**config.mk**
```make
export PLATFORM = sky130hd
export DESIGN_NAME = ntt_engine
export DESIGN_NICKNAME = d
export VERILOG_FILES = /design/src/rtl/ntt_pkg.sv /design/src/rtl/ntt_butterfly.sv /design/src/rtl/ntt_engine.sv
export SDC_FILE = /design/constraint.sdc
export NUM_CORES = 1
export LEC_CHECK = 0
export CAP_MARGIN = 20
export CORE_UTILIZATION = 60
export CTS_CLUSTER_DIAMETER = 100
export CTS_CLUSTER_SIZE = 8
export DETAILED_ROUTE_END_ITERATION = 6
export PLACE_DENSITY = 0.77
export SLEW_MARGIN = 40
export SYNTH_ARGS = -nofsm -noshare
export SYNTH_HDL_FRONTEND = slang
export SYNTH_SLANG_ARGS = --single-unit
```
**constraint.sdc**
```tcl
create_clock -name clk -period 20.7 [get_ports clk]
set_input_delay 5.175 -clock clk [delete_from_list [all_inputs] [get_ports clk]]
set_output_delay 5.175 -clock clk [all_outputs]
set_load 0.01 [all_outputs]
```
**src/rtl/ntt_pkg.sv**
```systemverilog
// Shared types and modular-arithmetic helpers for the radix-2 NTT engine.
package ntt_pkg;

  typedef enum logic [2:0] {IDLE, TWID, LOAD, COMP, SCALE, OUT} state_t;

  function automatic logic [31:0] mod_add(input logic [31:0] a, input logic [31:0] b,
                                          input logic [31:0] q);
    logic [32:0] s;
    s = {1'b0, a} + {1'b0, b};
    if (s >= {1'b0, q}) s = s - {1'b0, q};
    return s[31:0];
  endfunction

  function automatic logic [31:0] mod_sub(input logic [31:0] a, input logic [31:0] b,
                                          input logic [31:0] q);
    return (a >= b) ? (a - b) : (a + q - b);
  endfunction

  function automatic logic [31:0] mod_mul(input logic [31:0] a, input logic [31:0] b,
                                          input logic [31:0] q);
    logic [63:0] p;
    p = ({32'd0, a} * {32'd0, b}) % {32'd0, q};
    return p[31:0];
  endfunction

  function automatic logic [31:0] bitrev(input logic [31:0] k, input int bits);
    logic [31:0] r;
    r = '0;
    for (int i = 0; i < 32; i++)
      if (i < bits) r[bits-1-i] = k[i];
    return r;
  endfunction

endpackage

```
**src/rtl/ntt_butterfly.sv**
```systemverilog
// Combinational modular butterfly: (u + tw*v, u - tw*v) mod Q.
module ntt_butterfly
  import ntt_pkg::*;
#(
  parameter int W = 7,
  parameter int Q = 97
) (
  input  logic [W-1:0] u_i,
  input  logic [W-1:0] v_i,
  input  logic [W-1:0] tw_i,
  output logic [W-1:0] sum_o,
  output logic [W-1:0] diff_o
);

  logic [31:0] t;

  assign t      = mod_mul(32'(v_i), 32'(tw_i), 32'(Q));
  assign sum_o  = W'(mod_add(32'(u_i), t, 32'(Q)));
  assign diff_o = W'(mod_sub(32'(u_i), t, 32'(Q)));

endmodule

```
**src/rtl/ntt_engine.sv**
```systemverilog
// Streaming in-place radix-2 DIT NTT (forward/inverse) with run-time twiddle generation.
module ntt_engine
  import ntt_pkg::*;
#(
  parameter int LOG_N     = 4,
  parameter int W         = 7,
  parameter int Q         = 97,
  parameter int OMEGA     = 27,
  parameter int OMEGA_INV = 18,
  parameter int N_INV     = 91
) (
  input  logic         clk,
  input  logic         rst_n,
  input  logic         start,
  input  logic         inverse,
  input  logic         in_valid,
  output logic         in_ready,
  input  logic [W-1:0] in_data,
  output logic         out_valid,
  input  logic         out_ready,
  output logic [W-1:0] out_data,
  output logic         out_last,
  output logic         busy,
  output logic         done
);

  localparam int N = 1 << LOG_N;
  localparam int H = N / 2;
  localparam logic [LOG_N-1:0] CNT_H    = LOG_N'(H - 1);
  localparam logic [LOG_N-1:0] CNT_N    = LOG_N'(N - 1);
  localparam logic [3:0]       STG_LAST = 4'(LOG_N - 1);

  state_t             state_q, state_d;
  logic [LOG_N-1:0]   cnt_q, cnt_d;
  logic [3:0]         stg_q, stg_d;
  logic               inv_q, inv_d;
  logic               done_q, done_d;

  logic [W-1:0]       data_q [N];
  logic [W-1:0]       tw_q   [H];

  logic [LOG_N-2:0]   bidx, mask, low, twidx, twprev;
  logic [LOG_N-1:0]   top, bot, ldidx;
  logic [W-1:0]       bf_u, bf_v, bf_tw, bf_sum, bf_diff;

  // Butterfly addressing: top=(b/m)*2m + b%m, bot=top+m, twiddle stride N/(2m)
  assign bidx   = cnt_q[LOG_N-2:0];
  assign mask   = (LOG_N-1)'((32'd1 << stg_q) - 32'd1);
  assign low    = bidx & mask;
  assign twidx  = low << (STG_LAST - stg_q);
  assign top    = {bidx & ~mask, 1'b0} | {1'b0, low};
  assign bot    = top | LOG_N'(32'd1 << stg_q);
  assign twprev = bidx - (LOG_N-1)'(1);
  assign ldidx  = LOG_N'(bitrev(32'(cnt_q), LOG_N));

  ntt_butterfly #(.W(W), .Q(Q)) u_bf (
    .u_i   (bf_u),
    .v_i   (bf_v),
    .tw_i  (bf_tw),
    .sum_o (bf_sum),
    .diff_o(bf_diff)
  );

  // One shared multiplier: twiddle recurrence, butterflies, and N^-1 scaling
  always_comb begin
    bf_u  = '0;
    bf_v  = tw_q[twprev];
    bf_tw = inv_q ? W'(OMEGA_INV) : W'(OMEGA);
    case (state_q)
      COMP: begin
        bf_u  = data_q[top];
        bf_v  = data_q[bot];
        bf_tw = tw_q[twidx];
      end
      SCALE: begin
        bf_v  = data_q[cnt_q];
        bf_tw = W'(N_INV);
      end
      default: ;
    endcase
  end

  always_ff @(posedge clk or negedge rst_n) begin
    if (!rst_n) begin
      state_q <= IDLE;
      cnt_q   <= '0;
      stg_q   <= '0;
      inv_q   <= 1'b0;
      done_q  <= 1'b0;
    end else begin
      state_q <= state_d;
      cnt_q   <= cnt_d;
      stg_q   <= stg_d;
      inv_q   <= inv_d;
      done_q  <= done_d;
    end
  end

  always_comb begin
    state_d = state_q;
    cnt_d   = cnt_q;
    stg_d   = stg_q;
    inv_d   = inv_q;
    done_d  = 1'b0;
    case (state_q)
      IDLE: if (start) begin
        inv_d   = inverse;
        cnt_d   = '0;
        state_d = TWID;
      end
      TWID: if (cnt_q == CNT_H) begin
        cnt_d   = '0;
        state_d = LOAD;
      end else cnt_d = cnt_q + 1'b1;
      LOAD: if (in_valid) begin
        if (cnt_q == CNT_N) begin
          cnt_d   = '0;
          stg_d   = '0;
          state_d = COMP;
        end else cnt_d = cnt_q + 1'b1;
      end
      COMP: if (cnt_q == CNT_H) begin
        cnt_d = '0;
        if (stg_q == STG_LAST) state_d = inv_q ? SCALE : OUT;
        else stg_d = stg_q + 1'b1;
      end else cnt_d = cnt_q + 1'b1;
      SCALE: if (cnt_q == CNT_N) begin
        cnt_d   = '0;
        state_d = OUT;
      end else cnt_d = cnt_q + 1'b1;
      OUT: if (out_ready) begin
        if (cnt_q == CNT_N) begin
          cnt_d   = '0;
          done_d  = 1'b1;
          state_d = IDLE;
        end else cnt_d = cnt_q + 1'b1;
      end
      default: state_d = IDLE;
    endcase
  end

  // Storage is not reset: every entry is rewritten before it is read in a job
  always_ff @(posedge clk) begin
    case (state_q)
      TWID:  tw_q[bidx] <= (cnt_q == '0) ? W'(1) : bf_sum;
      LOAD:  if (in_valid) data_q[ldidx] <= in_data;
      COMP: begin
        data_q[top] <= bf_sum;
        data_q[bot] <= bf_diff;
      end
      SCALE: data_q[cnt_q] <= bf_sum;
      default: ;
    endcase
  end

  assign in_ready  = (state_q == LOAD);
  assign out_valid = (state_q == OUT);
  assign out_data  = out_valid ? data_q[cnt_q] : '0;
  assign out_last  = out_valid && (cnt_q == CNT_N);
  assign busy      = (state_q != IDLE);
  assign done      = done_q;

endmodule

```
==> results of run 1 <==
-- per-layer routing --
layer  track usage  vias to the layer above  routed length, um
met1         0.491                     8139              22200
met3        0.0799                      217               6710
met4         0.195                        0               2960
met5             0                        -                  0
met2         0.567                     1157              25500
li1              -                     7483                  -
-- sequential cells by signal, indices dropped and copies added, names as in the netlist --
register and flops:
state_q 3, inv_q 1, cnt_q 4, stg_q 4, tw_q 56, done 1
data_q 112
-- worst register-to-register path, delay by kind of cell (launching register included) --
kind | cells | cell delay (ns)
compound gates | 30 | 7.05
xor+xnor | 2 | 0.60
mux | 3 | 0.90
simple gates | 22 | 5.14
fa+ha+maj | 10 | 3.98
flops | 1 | 0.56
buf+inv | 7 | 1.16
-- per-stage QoR --
stage	util	hold WS [ns]	worst slack (ns)	area, sq um
2_1_floorplan	-	0.517	2.99	18200
3_3_place_gp	0.626	0.636	0.690	18600
3_5_place_dp	0.627	0.604	-0.164	18600
4_1_cts	0.648	0.620	0.0562	19200
5_1_grt	0.656	0.631	0.00731	19500
6_report	0.656	0.621	1.03	19500
-- final timing paths --
check                      slack (ns)           end     start
max in group asynchronous       15.12      cnt_q[1]     rst_n
min in group asynchronous        5.12    state_q[1]     rst_n
max reg2reg                      1.03  data_q[3][5]  stg_q[0]
min reg2reg                      0.62         inv_q     inv_q
max                              1.03  data_q[3][5]  stg_q[0]
min                              0.62         inv_q     inv_q
-- layout make-up --
cell class                 count  area, sq um  area share
clock buffer                  18          429      0.0220
clock inverter                13          141     0.00725
inverter                      64          243      0.0124
multi-input combinational   1657        12100       0.622
sequential                   181         5370       0.276
tap                          390          488      0.0250
timing repair buffer          79          703      0.0361
-- synth_stat cells, types with 11 or more instances --
cell      instances
a211oi_1         30
nand2b_1         11
a211o_1          12
inv_1            61
fa_1             30
a31oi_1          43
buf_6            11
buf_2            17
nand3_1          87
nor2_1          159
and3_1           47
dfrtp_1          13
or2_2            15
a21oi_1          85
o21ai_1          12
nand2_1         335
mux2_2           19
edfxtp_1        168
nor3_1           32
ha_1             65
buf_4            15
o211ai_1         17
xor2_1           20
a21o_1           34
xnor2_1          43
mux4_2           33
mux2i_1         110
and2_1           43
o21ai_0          64
a311oi_1         34
o22ai_1          11
o21a_1           11
clkbuf_1         74
nor2b_1          22
nand4_1          11
-- cells in the final DEF, fill, tap and decap left out, types with 11 or more instances in the layout --
cell and count:
mux2i_1 107, a311oi_1 31, and3_1 47, or2_2 15, o21ai_0 58, nand2b_1 11, o21ai_1 13, fa_1 30
a211o_1 12, nand3_1 87, a31oi_1 43, nor3_1 30, clkdlybuf4s50_1 24, xor2_1 19, buf_4 51, o211ai_1 17
a211oi_1 30, nor2b_1 21, and2_1 43, mux2_2 19, nand2_1 335, clkbuf_16 17, edfxtp_1 168, inv_1 61
mux4_2 33, ha_1 65, a21o_1 34, xnor2_1 42, a21oi_1 81, nor2_1 151, nand4_1 11
-- cells by family (layout without fill, tap and decap cells) --
family          Yosys count  in the layout  synth area share
compound gates          489            489             0.200
xor+xnor                 63             63            0.0304
fa+ha+maj                98             98            0.0795
buf+inv                 195            174            0.0523
flops                   181            181             0.296
mux                     167            167             0.119
simple gates            840            840             0.223
-- repair_timing --
| item | CTS | global route |
|---|---|---|
| pin swaps | 3 | 5 |
| buffers inserted | 2 | 5 |
| endpoints found under the setup margin | 56 | 168 |
| hold buffers | 0 | 0 |
| resized for setup | 1 | 39 |
==> results.cfg, run 1 <==
[timing]
rsz0062_at_grt = false
skew_ns = 0.0118
timing.final.hold_violations = 0
fmax_ghz = 0.0508
slew_viol_final = 0
slew_headroom = 0.376
period_needed_ns = 19.67
setup_viol = 0
fin_crit_sh = 0.950
worstMarginPinSlew_ns = 0.927
tns_ns = 0

[synthesis]
ys_warn_count = 0
yosysTopAreaCellShare = 0.278
synthFlopType = edfxtp_1
synth_enable_flop_cells = 168
synth.cell_area_sq_mm = 0.0182
ys_ff_latch = 181
synth_top_area_cell = edfxtp_1
synthTopCellsByArea = edfxtp_1 28%, nand2_1 6.9%, mux2i_1 6.1%, ha_1 4.5%, mux4_2 4.1%
syn_nets = 2141
ys_seq_area_frac = 0.296
ys_types = 123
syn_avg_cell_area_sq_um = 8.94
async_flop_share = 0.0718
syn_inst = 2033

[cells_and_area]
drive_gt1_frac = 0.133
area_delta_synth_final_pct = 7.31
diodes = 0
fillerInstances = 2388
stdcell_count = 2402
nets = 2108

[floorplanning]
start_util = 0.611
die_h_um = 176
ios = 25
dieArea_sq_mm = 0.0310
std_cell_rows = 63
coreArea_sq_mm = 0.0297
dieWidth_um = 176

[global_routing]
grt_usage = 0.370
grt_pass1_vias = 15800
antenna_found_initial = 0
grt_pass1_wl_mm = 88.3
grt_start_max_net_pins = 45
grt_remaining_overflow = 0

[status]
outcome = finished clean

[place]
dp.cells = 2364
gp_congestion = 1.02
dp_hpwl_mm = 41.1
port_buffers = 24

[drt]
routed_wl_mm = 57.4
wire_per_inst_um = 23.9
drtIter0Drc = 2243
drtAntennaViolNets = 0
viasPerCell = 7.08
routed-via-count = 17000
dr.pass1.iters = 6
drc = 0

[flow_run]
max_cap_viol_count = 0

[hold_path]
min_path_cells = 1
hold_class = register to register

[clock_tree]
clockRootBuffer = clkbuf_16
numCtsBuffers = 17
clockBufferDepth = 2
cts_tree = yes
clock_sinks = 181
path_clk_slew_ns = 0.07
clkLatencyLatePin_ns = 0.45
cts-htree-levels = 4

[setup_path]
cp-start-kind = register
critPathRequiredTime_ns = 20.85
endpoint_kind = register
max_stage_delay_ns = 0.68
cp_top_family = compound AO/OA/AOI/OAI gates
cp.arrival_ns = 19.82
slowest_stage = or4b_2
r2r_cells = 74
path_buf_inv = 7
path_depth = 74
crit_fanout = 17
critical_path_class = register to register
Power of run 1 is left out: the tool's default activity adds up to more than one toggle a clock period on the data nets, which glitch-free logic cannot reach.
==> run 2: changes to the inputs <==
- SLEW_MARGIN: 40 -> 20
==> run 2 against run 1 <==
  * First-iteration DRC count is 9.9% higher
  * Sequential cell count is the same
  * Core utilization is essentially flat
  * Critical path depth unchanged
  * Global-route usage grew 0.20 points
  * Setup slack got worse by 0.046 ns
==> results.cfg, run 2 (same netlist as run 1, synthesis figures left out) <==
[clock_tree]
clkLatencyLatePin_ns = 0.45
clockRootBuffer = clkbuf_16
clock_sinks = 181
cts-htree-levels = 4
cts_tree = yes
ctsHoldBuffers = 0
path_clk_slew_ns = 0.07
numCtsBuffers = 17
clockBufferDepth = 2

[global_routing]
met3_usage = 0.0866
use_met2 = 0.575
antenna_found_initial = 1
grt_pass1_wl_mm = 88.7
busiest_layer = met2
grt_usage = 0.372
grtUsageMet1 = 0.493
grt_pass1_vias = 15700
grt_start_max_net_pins = 45
grt_remaining_overflow = 0

[timing]
skew_ns = 0.0110
rsz0062_at_grt = false
worstMarginPinSlew_ns = 1.17
period_needed_ns = 19.71
fin_crit_sh = 0.952
setup_viol = 0
slew_headroom = 0.215
layout_setup_ws_ns = 0.986
slew_viol_final = 0
fmax_ghz = 0.0507
timing.final.hold_violations = 0

[setup_path]
critical_path_class = register to register
endpoint_kind = register
cp-start-kind = register
crit_path_start = stg_q[0]
slowest_stage = o311ai_0
critPathRequiredTime_ns = 20.86
cp.arrival_ns = 19.88
max_stage_delay_ns = 0.68
rr_startpoint = stg_q[0]
crit_fanout = 17

[drt]
routed_wl_mm = 58.1
routed-via-count = 17000
dr.pass1.iters = 7
wire_per_inst_um = 24.2
drc = 0
drtAntennaViolNets = 0
drtIter0Drc = 2466
viasPerCell = 7.07

[hold_path]
hold_start = inv_q
hold_class = register to register

[cells_and_area]
top_register = data_q
largest_reg_flops = 112
nets = 2109
drive_gt1_frac = 0.133
area_delta_synth_final_pct = 7.33
top_regs = data_q: 112 flops, tw_q: 56 flops
layout_commonest_cell = nand2_1
final_cell_mix = 335 x nand2_1, 168 x edfxtp_1, 151 x nor2_1

[place]
dp_hpwl_mm = 41.1
post-place-ws_ns = -0.169
gp_congestion = 1.02
port_buffers = 24

[floorplanning]
dieWidth_um = 176
std_cell_rows = 63
dieArea_sq_mm = 0.0310
coreArea_sq_mm = 0.0297
die_h_um = 176
ios = 25
start_util = 0.611

[flow_run]
max_cap_viol_count = 0

[status]
outcome = finished clean
==> run 2: cell types whose count changed in the layout (fill, tap and decap cells not counted), sizes merged <==
cell      previous run  this run
buf                 55        56
clkinvlp             3         5
clkinv               5         3
diode                0         1
==> run 2: cell type report <==
class                      instances  area [sq um]
multi-input combinational       1657         12100
fill                            2391         10200
sequential                       181          5370
timing repair buffer              80           711
tap                              390           488
clock buffer                      18           429
inverter                          64           243
clock inverter                    13           144
antenna                            1          2.50
==> run 2: repair_timing <==
| item | CTS | global route |
|---|---|---|
| setup buffers | 3 | 4 |
| gates cloned | 0 | 0 |
| pin swaps | 3 | 3 |
| resized for setup | 1 | 42 |
| setup endpoints to repair | 88 | 168 |
==> run 2: metal layers <==
| metal | routed length [um] | vias to the layer above |
|---|---|---|
| li1 | - | 7491 |
| met1 | 22400 | 8095 |
| met2 | 25900 | 1185 |
| met3 | 6930 | 229 |
| met4 | 2870 | 0 |
| met5 | 0 | - |
==> run 2: critical path, delay by kind of cell (launching register included) <==
kind / cells / cell delay, ns
adders and majority gates: 10 / 3.93
xor gates and xnor gates: 1 / 0.20
AOI/OAI and AO/OA: 30 / 7.45
and+or+nand+nor: 23 / 5.17
muxes: 3 / 0.91
DFF: 1 / 0.56
buffers and inverters: 7 / 1.15
==> run 2: path summary, 6_finish.rpt <==
kind,endpoint,slack [ns],depth (start not counted)
worst max-delay path,data_q[15][2],0.99,74
worst min-delay path,inv_q,0.63,1
worst max register to register,data_q[15][2],0.99,74
worst min register to register,inv_q,0.63,1
max in group asynchronous,cnt_q[1],15.10,1
min in group asynchronous,state_q[1],5.13,1
==> run 2: per-stage QoR <==
step	util	area [sq um]	hold slack [ns]	setup TNS (ns)	cells
after CTS	0.648	19200	0.623	0	2398
after floorplan	-	18200	0.517	0	2033
after global routing	0.656	19500	0.625	0	2404
final	0.656	19500	0.626	0	2404
after global placement	0.626	18600	0.636	0	2364
after detailed placement	0.626	18600	0.607	-5.03	2364
Power of run 2 is left out for the same reason.
